File: src/rtl/car_sensor_fsm.sv
// Gate beam decoder for the parking-lot counter.
// Two beam sensors (A = outer, B = inner) are synchronised and debounced.
// Their order is tracked to produce one-cycle Car_in / Car_out pulses,
// and a saturating occupancy count drives the Full/Empty flags.
// Optional build macro: CAR_TIMEOUT_EN adds a stall timer. When a partial
// sequence sits unchanged for TIMEOUT_CYC cycles, the FSM goes to ERR.
module car_sensor_fsm #(
  parameter int CAPACITY    = 3,
  parameter int CW          = 2,
  parameter int DEB_CYC     = 4,
  parameter int TIMEOUT_CYC = 1000
) (
  input  logic          CLK,
  input  logic          RST,
  input  logic          Sens_a,
  input  logic          Sens_b,
  output logic          Car_in,
  output logic          Car_out,
  output logic [CW-1:0] count,
  output logic          Full,
  output logic          Empty,
  output logic          Err
);

  localparam int            DW    = $clog2(DEB_CYC + 1);
  localparam logic [DW-1:0] DEB_V = DW'(DEB_CYC);
  localparam logic [CW-1:0] CAP_V = CW'(CAPACITY);

  typedef enum logic [2:0] {IDLE, IN1, IN2, IN3, OUT1, OUT2, OUT3, ERR} state_t;

  // Bit 1 carries sensor A and bit 0 carries sensor B, so ab = {a, b}.
  logic [1:0]    sync1_q, sync2_q, filt_q;
  logic [DW-1:0] deb_q [2];
  logic [1:0]    ab;
  state_t        state_q, state_d;
  logic          car_in_q, car_in_d, car_out_q, car_out_d;
  logic [CW-1:0] count_q;

  // Two-flop synchroniser for the asynchronous beam inputs.
  always_ff @(posedge CLK) begin
    if (RST) begin
      sync1_q <= '0;
      sync2_q <= '0;
    end else begin
      sync1_q <= {Sens_a, Sens_b};
      sync2_q <= sync1_q;
    end
  end

  // Per-bit debounce: a filtered bit follows its synced bit only after
  // the two have disagreed for DEB_CYC consecutive cycles.
  always_ff @(posedge CLK) begin
    if (RST) begin
      filt_q   <= '0;
      deb_q[0] <= '0;
      deb_q[1] <= '0;
    end else begin
      for (int i = 0; i < 2; i++) begin
        if (sync2_q[i] == filt_q[i]) begin
          deb_q[i] <= '0;
        end else if (deb_q[i] + 1'b1 == DEB_V) begin
          filt_q[i] <= sync2_q[i];
          deb_q[i]  <= '0;
        end else begin
          deb_q[i] <= deb_q[i] + 1'b1;
        end
      end
    end
  end

  assign ab = filt_q;

`ifdef CAR_TIMEOUT_EN
  localparam int            TW    = $clog2(TIMEOUT_CYC + 1);
  localparam logic [TW-1:0] TMO_V = TW'(TIMEOUT_CYC - 1);
  logic [TW-1:0] tmr_q, tmr_d;
  logic          stall;

  // Stall timer: counts while the FSM waits in a partial state.
  always_ff @(posedge CLK) begin
    if (RST) tmr_q <= '0;
    else     tmr_q <= tmr_d;
  end
`else
  logic unused_timeout;
  assign unused_timeout = |TIMEOUT_CYC;
`endif

  // Beam-order tracking. Each state implies one ab code. A one-bit change
  // steps forward or back along a path. A two-bit change is illegal.
  always_comb begin
    state_d   = state_q;
    car_in_d  = 1'b0;
    car_out_d = 1'b0;
    case (state_q)
      IDLE: case (ab)
              2'b10:   state_d = IN1;
              2'b01:   state_d = OUT1;
              2'b11:   state_d = ERR;
              default: state_d = IDLE;
            endcase
      IN1:  case (ab)
              2'b11:   state_d = IN2;
              2'b00:   state_d = IDLE;
              2'b01:   state_d = ERR;
              default: state_d = IN1;
            endcase
      IN2:  case (ab)
              2'b01:   state_d = IN3;
              2'b10:   state_d = IN1;
              2'b00:   state_d = ERR;
              default: state_d = IN2;
            endcase
      IN3:  case (ab)
              2'b00:   begin state_d = IDLE; car_in_d = 1'b1; end
              2'b11:   state_d = IN2;
              2'b10:   state_d = ERR;
              default: state_d = IN3;
            endcase
      OUT1: case (ab)
              2'b11:   state_d = OUT2;
              2'b00:   state_d = IDLE;
              2'b10:   state_d = ERR;
              default: state_d = OUT1;
            endcase
      OUT2: case (ab)
              2'b10:   state_d = OUT3;
              2'b01:   state_d = OUT1;
              2'b00:   state_d = ERR;
              default: state_d = OUT2;
            endcase
      OUT3: case (ab)
              2'b00:   begin state_d = IDLE; car_out_d = 1'b1; end
              2'b11:   state_d = OUT2;
              2'b01:   state_d = ERR;
              default: state_d = OUT3;
            endcase
      ERR:  if (ab == 2'b00) state_d = IDLE;
      default: state_d = IDLE;
    endcase
`ifdef CAR_TIMEOUT_EN
    stall = (state_q != IDLE) && (state_q != ERR) && (state_d == state_q);
    tmr_d = stall ? tmr_q + 1'b1 : '0;
    if (stall && (tmr_q == TMO_V)) state_d = ERR;
`endif
  end

  // State, registered pulses and the saturating occupancy count.
  always_ff @(posedge CLK) begin
    if (RST) begin
      state_q   <= IDLE;
      car_in_q  <= 1'b0;
      car_out_q <= 1'b0;
      count_q   <= '0;
    end else begin
      state_q   <= state_d;
      car_in_q  <= car_in_d;
      car_out_q <= car_out_d;
      if (car_in_d && (count_q != CAP_V))
        count_q <= count_q + 1'b1;
      else if (car_out_d && (count_q != '0))
        count_q <= count_q - 1'b1;
    end
  end

  assign Car_in  = car_in_q;
  assign Car_out = car_out_q;
  assign count   = count_q;
  assign Full    = (count_q == CAP_V);
  assign Empty   = (count_q == '0);
  assign Err     = (state_q == ERR);

endmodule

File: config.mk
export PLATFORM = sky130hd
export DESIGN_NAME = car_sensor_fsm
export DESIGN_NICKNAME = d
export VERILOG_FILES = /design/src/rtl/car_sensor_fsm.sv
export SDC_FILE = /design/constraint.sdc
export NUM_CORES = 1
export LEC_CHECK = 0
export ABC_AREA = 1
export CAP_MARGIN = 20
export CORE_MARGIN = 4
export CORE_UTILIZATION = 52
export CTS_BUF_LIST = sky130_fd_sc_hd__clkbuf_8
export DETAILED_ROUTE_END_ITERATION = 16
export HOLD_SLACK_MARGIN = 0.15
export PLACE_DENSITY = 0.77
export SLEW_MARGIN = 20
export SYNTH_ARGS = -nofsm -noshare
export SYNTH_HDL_FRONTEND = slang
export SYNTH_SLANG_ARGS = --single-unit
export TNS_END_PERCENT = 5
File: constraint.sdc
create_clock -name CLK -period 1.3 [get_ports CLK]
set_input_delay 0.13 -clock CLK [delete_from_list [all_inputs] [get_ports CLK]]
set_output_delay 0.13 -clock CLK [all_outputs]
set_load 0.05 [all_outputs]
==> out/summary.txt, run 1 <==
Share of the yosys chip area belonging to registers: 0.397
Final setup vio count: 3
Cell taking the most area after synthesis: dfxtp_1
Worst r2r src: ab[0]
Fillcell total: 134
First-pass GRT wire length: 4.32 mm
Max cap viols: 0
Pins Over Slew Limit: 0
Root buffer cell: clkbuf_8
Iteration-0 DRC count of the detailed router: 43
Post-DP Area: 1420 um^2
Drt pass-1 iters: 5
# rows: 16
Post-route minimum period: 1.32 ns
Vias in the first global route: 1035
Final non-filler cell total: 209
Remaining Overflow, GRT: 0
Reg area: 445 um^2
Vias per Instance: 5.15
Max clock buf depth: 2
Area growth syn-to-layout: 43.0%
Cell Area, Synth: 1110 um^2
Nets: 199
Initial antenna violation count: 0
Worst Path Max Fanout: 5
Final Skew: 0.00661 ns
I/O pins: 11
Final GP Congestion: 0.878
Worst min path class: input port to register
Via count: 1076
Post-synthesis area per instance: 7.65 um^2
# diodes: 0
Ys flop type: dfxtp_1
Async SR Flop Fraction: 0
Yosys warning total: 0
RSZ-0062 raised after global routing: yes
CTS H-tree lvls: 1
Wire per inst: 12.8 um
Worst Setup SP: ab[0]
Final Hold Fails: 0
CP required: 1.45 ns
Antenna Nets Post-Route: 0
WHS Path Cells: 3
Commonest cells in the netlist: 23 x inv_1, 23 x nand2_1, 22 x nor2_1
Buffers on Ports: 10
CTS tree: built
Register-to-register setup slack: -0.02 ns
Worst setup path class: register to register
Die Ht: 54.2 um
Worst setup margin: -0.0227 ns
Core area: 2000 um^2
Reg2Reg Depth: 8
Global Route Usage Sum: 0.207
Die area: 2930 um^2
Worst-Skew Late Latency: 0.26 ns
Top post-synthesis cells by area: dfxtp_1 23%, edfxtp_1 16%, ha_1 14%, inv_1 7.8%, nand2_1 7.8%
Final worst-path cycle share: 1.02
Reg-to-reg endpoint: state_q[0]
Status: finished with violations
Post-route DRC: 0
Worst Hold Launch: Sens_b
Critical path capture point type: register
Area of the multi-input gates: 643 um^2
Routed WL: 2.67 mm
Failing checks: setup timing
Arrival time at the worst endpoint: 1.47 ns
Pin count of the biggest net entering global routing: 12
Chip width: 54.2 um
Starting Density: 0.554
CTS clk-pin slew, worst paths: 0.07 ns
Synth top area share: 0.235
Cells after synthesis: 145
CTS buffer count: 3
EDFF count, synth: 6
P per Cell Area: 766 nW/um^2
Share of cells above drive strength 1: 0.374
Synth Register Bits: 19
Leak Pwr: 0.767 nW
Final instance area: 1590 um^2
Fmax: 756 MHz
DP HPWL: 1.88 mm
Post-Place Cells: 198
Netlist cell types: 23
Worst VDD drop: 0.847 mV
CP Launch Type: register
Critical path endpoint: state_q[0]
Clk sinks: 19
Utilization after layout: 0.792
==> through the flow <==
stage                     setup TNS (ns)  worst slack (ns)  hold slack, ns  power (mW)
final                            -0.0405           -0.0227           0.382        1.21
after global routing              -0.667           -0.0971           0.407        1.26
after CTS                       -0.00559          -0.00559           0.382        1.21
after global placement                 0           0.00946           0.391       0.765
after detailed placement          -0.460           -0.0854           0.397       0.776
after floorplan                  -0.0437           -0.0367           0.237       0.722
==> metal layers <==
metal  share of wire  vias to the layer above  global-route usage
met5               0                        -                   0
met4           0.024                        0               0.108
met3           0.049                       12              0.0416
met2            0.53                       40               0.369
met1            0.39                      503               0.227
li1                -                      521                   -
==> layout by cell type (no fill, tap or decap), types with 2 or more instances in the layout <==
master           Yosys  routed
nand4_1              2       2
buf_4                0      20
edfxtp_1             6       6
nand2_2              2       8
inv_2                2       8
ha_2                 0       6
buf_12               0       7
nand2_1             23      17
dfxtp_2              0       4
clkdlybuf4s50_1      0       3
a21oi_1              6       6
ha_1                12       6
o21ai_1              2       4
nand3_2              0       2
conb_1               1       6
nor2_1              22      20
xor2_2               0       2
nand3_1             12      10
o21ai_0              7       5
nor2_2               1       3
dfxtp_1             13       9
inv_1               23      16
clkbuf_8             0       3
==> cell type report <==
cell class | instances | share of cell area
clock inverter | 1 | 0.00316
multi-input combinational | 104 | 0.406
tap | 27 | 0.0213
inverter | 25 | 0.0608
clock buffer | 3 | 0.0260
timing repair buffer | 30 | 0.202
sequential | 19 | 0.281
==> registers in the layout, summed over array words and instances, names as in the netlist <==
| name | count |
|---|---|
| state_q | 3 |
| sync2_q | 2 |
| deb_q | 6 |
| sync1_q | 2 |
| ab | 2 |
| Car_out | 1 |
| Car_in | 1 |
| count | 2 |
==> where the power goes <==
| group | leakage [nW] | internal [mW] | total [mW] | switching [mW] |
|---|---|---|---|---|
| registers | 0.169 | 0.632 | 0.647 | 0.0156 |
| clock network | 0.0255 | 0.213 | 0.417 | 0.203 |
| logic | 0.572 | 0.0693 | 0.149 | 0.0800 |
==> logic make-up after synthesis <==
| logic type | after synthesis | synth area share |
|---|---|---|
| and+or+nand+nor | 66 | 0.264 |
| buffers and inverters | 27 | 0.0937 |
| DFF | 19 | 0.397 |
| AOI/OAI and AO/OA | 17 | 0.0824 |
| adders and majority gates | 12 | 0.135 |
| xor gates and xnor gates | 3 | 0.0237 |
| other | 1 | 0.00338 |
==> how the worst min path moves through the flow <==
stage,end,slack [ns]
2_1_floorplan,sync1_q[0],0.24
3_3_place_gp,sync2_q[0],0.39
3_5_place_dp,sync2_q[0],0.40
4_1_cts,sync1_q[0],0.38
5_1_grt,sync1_q[1],0.41
6_report,sync1_q[0],0.38
==> what timing repair did <==
item | in CTS | in global routing
gates resized for setup | 20 | 10
setup endpoints to repair | 11 | 13
hold buffers | 0 | 0
pin swaps | 4 | 3
setup buffers | 5 | 2
==> critical path, stage by stage, from the launching register on <==
cell     delay [ns]
dfxtp_2        0.33
inv_2          0.09
ha_2           0.29
inv_2          0.07
nand2_1        0.06
o21ai_1        0.09
nand3_1        0.10
nor2_1         0.14
nor2_1         0.05
Note: power is estimated with default switching activity, not from simulation.
==> run 2, diff against run 1 <==
- SLEW_MARGIN: 20 -> unset
==> results of run 2 <==
No change in the layout: final DEF, timing and power equal those of run 1.
